$ cat src/rtl/encoder_decimal_to_bcd_keypad.sv
// Decimal keypad to BCD encoder: synchronizes and debounces ten key lines, emits a
// one-cycle strobe per accepted key, shifts digits into a BCD buffer, flags multi-key presses.
module encoder_decimal_to_bcd_keypad #(
  parameter int DEBOUNCE_CYCLES = 4,
  parameter int DIGITS          = 4
) (
  input  logic                  clk,
  input  logic                  reset,
  input  logic [9:0]            in,
  input  logic                  clear,
  output logic [3:0]            out,
  output logic                  valid,
  output logic                  multi,
  output logic [4*DIGITS-1:0]   digits
);

  localparam int CW = $clog2(DEBOUNCE_CYCLES) + 1;
  localparam logic [CW-1:0] CNT_LAST = CW'(DEBOUNCE_CYCLES - 1);

  typedef enum logic [1:0] {IDLE, DEBOUNCE, HELD} state_t;

  state_t                state;
  logic [9:0]            sync1;
  logic [9:0]            sync2;
  logic [9:0]            candidate;
  logic [3:0]            code;
  logic [CW-1:0]         cnt;

  logic                  s2_many;
  logic                  s2_onehot;
  logic [3:0]            s2_code;
  logic [4*DIGITS-1:0]   digits_base;
  logic [4*DIGITS+3:0]   digits_shift;

  always_comb begin
    s2_many   = |(sync2 & (sync2 - 10'd1));
    s2_onehot = (sync2 != 10'd0) && !s2_many;
    s2_code   = 4'd0;
    for (int i = 0; i < 10; i++) begin
      if (sync2[i]) s2_code = 4'(i);
    end
    // Clear applies before the insert when both land on the same edge.
    digits_base  = clear ? '0 : digits;
    digits_shift = {digits_base, code};
  end

  always_ff @(posedge clk) begin
    if (reset) begin
      state     <= IDLE;
      sync1     <= '0;
      sync2     <= '0;
      candidate <= '0;
      code      <= '0;
      cnt       <= '0;
      out       <= '0;
      valid     <= 1'b0;
      multi     <= 1'b0;
      digits    <= '0;
    end else begin
      sync1 <= in;
      sync2 <= sync1;
      valid <= 1'b0;

      if (clear) begin
        digits <= '0;
        multi  <= 1'b0;
      end

      case (state)
        IDLE: begin
          if (s2_onehot) begin
            candidate <= sync2;
            code      <= s2_code;
            cnt       <= CW'(1);
            state     <= DEBOUNCE;
          end else if (s2_many && !clear) begin
            multi <= 1'b1;
          end
        end

        DEBOUNCE: begin
          if (sync2 == candidate) begin
            if (cnt == CNT_LAST) begin
              out    <= code;
              valid  <= 1'b1;
              digits <= digits_shift[4*DIGITS-1:0];
              cnt    <= '0;
              state  <= HELD;
            end else begin
              cnt <= cnt + CW'(1);
            end
          end else begin
            if (s2_many && !clear) multi <= 1'b1;
            state <= IDLE;
          end
        end

        HELD: begin
          // Any key activity restarts the release count; extra keys are ignored here.
          if (sync2 == 10'd0) begin
            if (cnt == CNT_LAST) begin
              cnt   <= '0;
              state <= IDLE;
            end else begin
              cnt <= cnt + CW'(1);
            end
          end else begin
            cnt <= '0;
          end
        end

        default: state <= IDLE;
      endcase
    end
  end

endmodule

$ cat config.mk
export PLATFORM = sky130hd
export DESIGN_NAME = encoder_decimal_to_bcd_keypad
export DESIGN_NICKNAME = d
export VERILOG_FILES = /design/src/rtl/encoder_decimal_to_bcd_keypad.sv
export SDC_FILE = /design/constraint.sdc
export NUM_CORES = 1
export LEC_CHECK = 0
export CAP_MARGIN = 20
export CORE_ASPECT_RATIO = 0.75
export CORE_MARGIN = 10
export CORE_UTILIZATION = 48
export DETAILED_ROUTE_END_ITERATION = 8
export GPL_ROUTABILITY_DRIVEN = 1
export PLACE_DENSITY = 0.75
export SLEW_MARGIN = 20
export SYNTH_ARGS = -nofsm -noshare
export SYNTH_HDL_FRONTEND = slang
export SYNTH_SLANG_ARGS = --single-unit
$ cat constraint.sdc
create_clock -name clk -period 2.4 [get_ports clk]
set_input_delay 0.36 -clock clk [delete_from_list [all_inputs] [get_ports clk]]
set_output_delay 0.36 -clock clk [all_outputs]
set_load 0.01 [all_outputs]
# [After elaboration in Yosys (flattened, before gate mapping)]
# Index checks and enable logic that the tools add are counted.
[op_classes] n_bitwise=3 n_eq_ne=9 n_mux=30 add_sub_neg=2 n_reduce_logical=14
[op_table] op="two-way mux 16 bit" count=4
[op_table] op="two-way mux 4 bit" count=8
[op_table] op="two-way mux 3 bit" count=4
[op_table] op="bitwise AND 10 bit" count=1
[op_table] op="equality test 10 bit" count=1
[op_table] op="logical NOT 10 bit" count=1
[op_table] op="two-way mux 2 bit" count=5
[op_table] op="nonzero test 10 bit" count=1
[op_table] op="OR reduction 10 bit" count=1
[op_table] op="subtractor 10 x 1 -> 10 bit (second input constant)" count=1
[op_table] op="one-hot mux 3 bit (3 select lines)" count=1
[op_table] op="!= test 2 bit (second input constant)" count=4
[op_table] op="two-way mux 1 bit" count=6
[op_table] op="one-hot mux 2 bit (3 select lines)" count=1
[op_table] op="AND reduction 3 bit" count=2
[op_table] op="AND reduction 4 bit" count=1
[op_table] op="adder 3 x 1 -> 3 bit (second input constant)" count=1
[op_table] op="equality test 3 x 2 -> 1 bit (second input constant)" count=1
[op_table] op="!= test 3 bit (second input constant)" count=1
[op_table] op="nonzero test 3 bit" count=1
[op_table] op="OR reduction 3 bit" count=1
[op_table] op="equality test 2 x 1 -> 1 bit (second input constant)" count=1
[op_table] op="equality test 2 bit (second input constant)" count=1
[op_table] op="logical AND 1 bit" count=2
[op_table] op="other kinds (5)" count=7
[totals] inputBits=13 output_inout_bits=22 register_bits=61

# [Logic depth before layout (Yosys ltp)]
[logic_depth] depth_word=9 mapped_depth=8 mapped_depth_nobuf=6

# [Least setup slack after synthesis]
# No wires, ideal clock.
[synth_timing] kind="register to register" start="register sync2[3]" end="register candidate[5]" arrival_ns=2.222 stages_incl_launch_ff=9 setup_ns=0.128 required_ns=2.272 path_slack_ns=0.050 path_cell_list="dfxtp_1 clkbuf_1 or4_4 a2111oi_4 o32ai_1 nor3b_4 buf_6 mux2i_1 nor2_1"
[synth_via] elab_chain_cells=6
[synth_rtl] element="from (decl)" line="24" text="logic [9:0] sync2;"
[synth_rtl] element="from (signal assigned)" line="61" text="sync2 <= sync1;"
[synth_rtl] element="subtractor 10 x 1 -> 10 bit" line="36" text="s2_many = |(sync2 & (sync2 - 10'd1));"
[synth_rtl] element="bitwise AND 10 bit" line="36"
[synth_rtl] element="OR reduction 10 bit" line="36"
[synth_rtl] element="logical NOT 1 bit" line="37" text="s2_onehot = (sync2 != 10'd0) && !s2_many;"
[synth_rtl] element="logical AND 1 bit (*)" line="37"
[synth_rtl] element="AND reduction 2 bit (no line) (*)"
[synth_rtl] element="to (signal assigned)" line="72" text="candidate <= sync2;"
[synth_rtl] element="to (decl)" line="25" text="logic [9:0] candidate;"
# Mark *: on every way between the ends. The rest lies on a longest branch, timed or not.
# A chain may end at the register's enable or synchronous reset.

# [Worst setup path in the final report]
[layout_timing] start="register sync2[0]" end="register cnt[1]"
[layout_via] elab_chain_cells=7
[layout_rtl] element="subtractor 10 x 1 -> 10 bit" line="36"
[layout_rtl] element="bitwise AND 10 bit" line="36"
[layout_rtl] element="OR reduction 10 bit" line="36"
[layout_rtl] element="logical NOT 1 bit" line="37"
[layout_rtl] element="logical AND 1 bit" line="37"
[layout_rtl] element="!= test 2 bit (no line)"
[layout_rtl] element="AND reduction 3 bit (no line)"
[layout_rtl] element="to (signal assigned)" line="90" text="cnt <= cnt + CW'(1);"
[layout_rtl] element="to (signal assigned)" line="105" text="cnt <= cnt + CW'(1);"
[layout_rtl] element="to (decl)" line="27" text="logic [CW-1:0] cnt;"
# Parallel ways exist; a longest one is shown, timed or not.

==> results.md <==
* Nets at 328
* Achievable Freq at around 440 MHz
* Register area share after synthesis at 49.67%
* Number of hold violations in the final report at 0
* CP bufs+invs at 1
* Total Wirelength at between 5 and 6 mm
* Areal power density over the cells at 772.6 nW/um^2
* Cell chain of the critical path: or4_4 > and2b_1 > mux2i_2 > o31ai_1 > buf_4 > and3_1 > a31o_1
* Classification of the worst-slack hold path: register to register
* Half-perimeter wire length after placement at 3.724 mm
* Number of distinct standard cells referenced by the synthesized netlist at 43
* Overall Power at between 2 and 2.5 mW
* Root buf cell: clkbuf_8
* Least setup slack across all paths after layout at 0.1064 ns
* Via count of the routed design at 1,938
* Hold worst-path end: sync2[4]
* Clock buffer count from CTS at 9
* Count of input and output buffers at 34
* Placement Cell Area at 2934 um^2
* Post-synthesis net count at 282
* Dominant cell type by area after synthesis: dfxtp_1
* Post-Syn Area at 2459 um^2
* Critical register-to-register path startpoint: sync2[0]
* Largest buffer count on any clock path at 2
* Sequential Area at roughly 1200 um^2
* Number of standard-cell rows in the floorplan at 22
* Worst Clk Skew at 0.007932 ns
* First-pass DRT Iterations at 4
* Count of maximum capacitance violations at 0
* Worst setup SP type: register
* Count of boundary I/O pins at 35
* Synth-to-layout area growth at 29.87%
* #FFs+latches synth at 61
* Result of the run: completed
* Crit Reg-Reg Endpoint: cnt[1]
* Syn_area_per_cell at 9.278 um^2
* Utilization after layout at 64.80%
* Setup violations, final at 0
* DRC violations left at 0
* Final-layout fill cell count at 409
* Detailed Route Iter0 Violations at 86
* Number of flops mapped to enable cells by yosys at 0
* Clock tree from TritonCTS: yes
* Clock-pin slew of the registers on the worst-case setup and hold paths at 0.07 ns
* Gpl congestion at 0.8580
* Post-route cell area at 3193 um^2
* Post-synthesis async set-or-reset flop share at 0%
* Reg2reg path depth at 7
* Pin count of the biggest net entering global routing at 26
* Global routing usage summed across all routing layers at 13.11%
* Worst reg-to-reg setup slack at 0.11 ns
* Arrival time at the worst endpoint at roughly 2.5 ns
* Headroom to the max-slew limit at between 60% and 70%
* Combined area of the multi-input logic cells at 1171 um^2
* Fraction of layout instances using a drive strength above 1 at 13.29%
* Total Negative Setup Slacks at 0 ns
* Unrepaired setup endpoints after global routing: false
* Count of nets left with antenna violations after detail routing at 0
* Number of max-slew violations in the final report at 0
* Via count of the first global-routing pass at ~1.8k
* Full die area at 8414 um^2
* Gate count after technology mapping at roughly 270
* Type of destination of the critical path: register
* Peak supply drop at ~0.56 mV
* Critical-path top delay cell: or4_4
* Largest driver fanout on the critical path at 4
* Peak per-stage delay on the critical path at roughly 0.6 ns
* Placeable Area at between 4000 and 5000 um^2
* Clock latency of the later-clocked register in the worst-skew pair at between 0.3 and 0.4 ns
* Worst hold path cell count at 1
* Area share of the leading cell type in the synthesized netlist at 49.67%
* Worst slew pin tran at 0.4976 ns
* Static leakage power at 1.251 nW
* Clock period minus final worst setup slack at 2.294 ns
* Clk sinks at 61
* Setup CP Type: register to register
* Sum of overflow across all layers after global routing at 0
* Most used flip-flop cell after synthesis: dfxtp_1
* Antenna violations before repair at 0
* Average wire per standard cell at between 10 and 15 um
* Cell family contributing the most delay on the critical path: simple AND/OR/NAND/NOR gates
* Worst endpoint required time at ~2.6 ns
* Placement Setup Slack at ~0.064 ns
* Biggest area contributors in the synthesized netlist: dfxtp_1, a21oi_1, nor2b_1
* Post-DR vias/cell at 5.154
* Die extent in y at around 82 um
* Wire length of the first global-routing pass at 8.631 mm
* Initial core utilization at around 50%
* Floorplan die width at 102.6 um
* H-tree depth at 3
* Ant diodes at 0
* Worst Min Path Start: sync1[4]
* Count of synthesis-stage warnings from yosys at 0
* Post-route fraction of the period consumed by the critical path at 95.57%
[cells in the final DEF, fill, tap and decap left out, types with 2 or more instances in the layout]
cell type        synthesis  final
clkbuf_8                 0     10
nor3_1                   5      5
dfxtp_1                 61     61
nand2_1                 35     35
nor2_1                  20     20
o21ai_0                  3      3
mux2i_1                 12     11
inv_1                    6      6
nand2b_1                 3      3
nor2b_1                 22     22
nor4_1                   4      4
a2111oi_4                1      2
clkinv_4                 0      2
a311oi_1                 2      2
ha_1                     4      4
a21oi_1                 29     29
o31a_1                   2      2
clkdlybuf4s50_1          0     34
xor2_1                  11     11
nand3_1                  2      2
nand3b_1                 4      4
buf_4                    0     16
or2_2                    2      2
bufinv_16                0      2
[flip-flops by register name, summed over array words and instances (netlist names), 2 cells and up]
signal     cells
sync2         10
out            4
state          2
code           4
cnt            3
candidate     10
digits        16
sync1         10
[area by class of cell]
cell class / count / share of cell area (%)
sequential: 61 / 38.24
tap: 60 / 2.351
clock buffer: 10 / 4.310
timing repair buffer: 51 / 14.77
inverter: 6 / 0.7053
multi-input combinational: 182 / 36.68
clock inverter: 6 / 2.939
[per-stage QoR]
stage	cells	hold WS (ns)
2_1_floorplan	265	0.4138
3_3_place_gp	360	0.4176
3_5_place_dp	360	0.4237
4_1_cts	376	0.4390
5_1_grt	376	0.4588
6_report	376	0.4360
[worst max path at each step]
stage,from,end,slack [ns],cells after the start
floorplan,sync2[3],candidate[5],0.05,8
global placement,sync2[0],cnt[1],0.14,7
detailed placement,sync2[0],code[0],0.06,7
CTS,sync2[0],code[0],0.05,7
global route,sync2[0],cnt[1],0.003,7
finish,sync2[0],cnt[1],0.11,7
[cell usage after synthesis, drive strengths merged (2+ instances only)]
cell type,number
dfxtp,61
xor2,11
or4,2
o21ai,3
nand2,35
mux2i,12
nor2b,22
nor3b,2
inv,6
or2,2
nand3b,4
ha,4
clkbuf,14
a2111oi,2
nand2b,3
a311oi,2
buf,2
nor3,5
nor4,4
a21oi,29
nor2,20
o31a,2
nand3,2
[report_power, final]
group | switching (mW) | leakage [nW] | internal, mW
combinational | 0.175 | 0.641 | 0.173
sequential | 0.0286 | 0.497 | 1.06
clock | 0.413 | 0.113 | 0.619
total | 0.618 | 1.25 | 1.85
[layer usage]
metal | part of all wire [%] | global-route usage (%)
met5 | 0 | 0
met4 | 1.4 | 5.056
met3 | 4.6 | 5.369
met2 | 48 | 19.71
met1 | 46 | 16.48
[what timing repair did]
action / in CTS / in global routing
hold buffers: 0 / 0
setup buffers: 0 / 0
gates resized for setup: 0 / 4
endpoints found under the setup margin: 0 / 13
[logic make-up (layout without fill, tap and decap cells)]
| family | count (synthesis) | count (layout) | share of synthesized area, % |
|---|---|---|---|
| xor+xnor | 11 | 11 | 3.918 |
| mux | 12 | 12 | 4.886 |
| flops | 61 | 61 | 49.67 |
| compound gates | 48 | 48 | 13.18 |
| buf+inv | 22 | 73 | 3.664 |
| fa+ha+maj | 5 | 5 | 2.443 |
| simple gates | 106 | 106 | 22.24 |
Power figures use the tool's default switching activity.
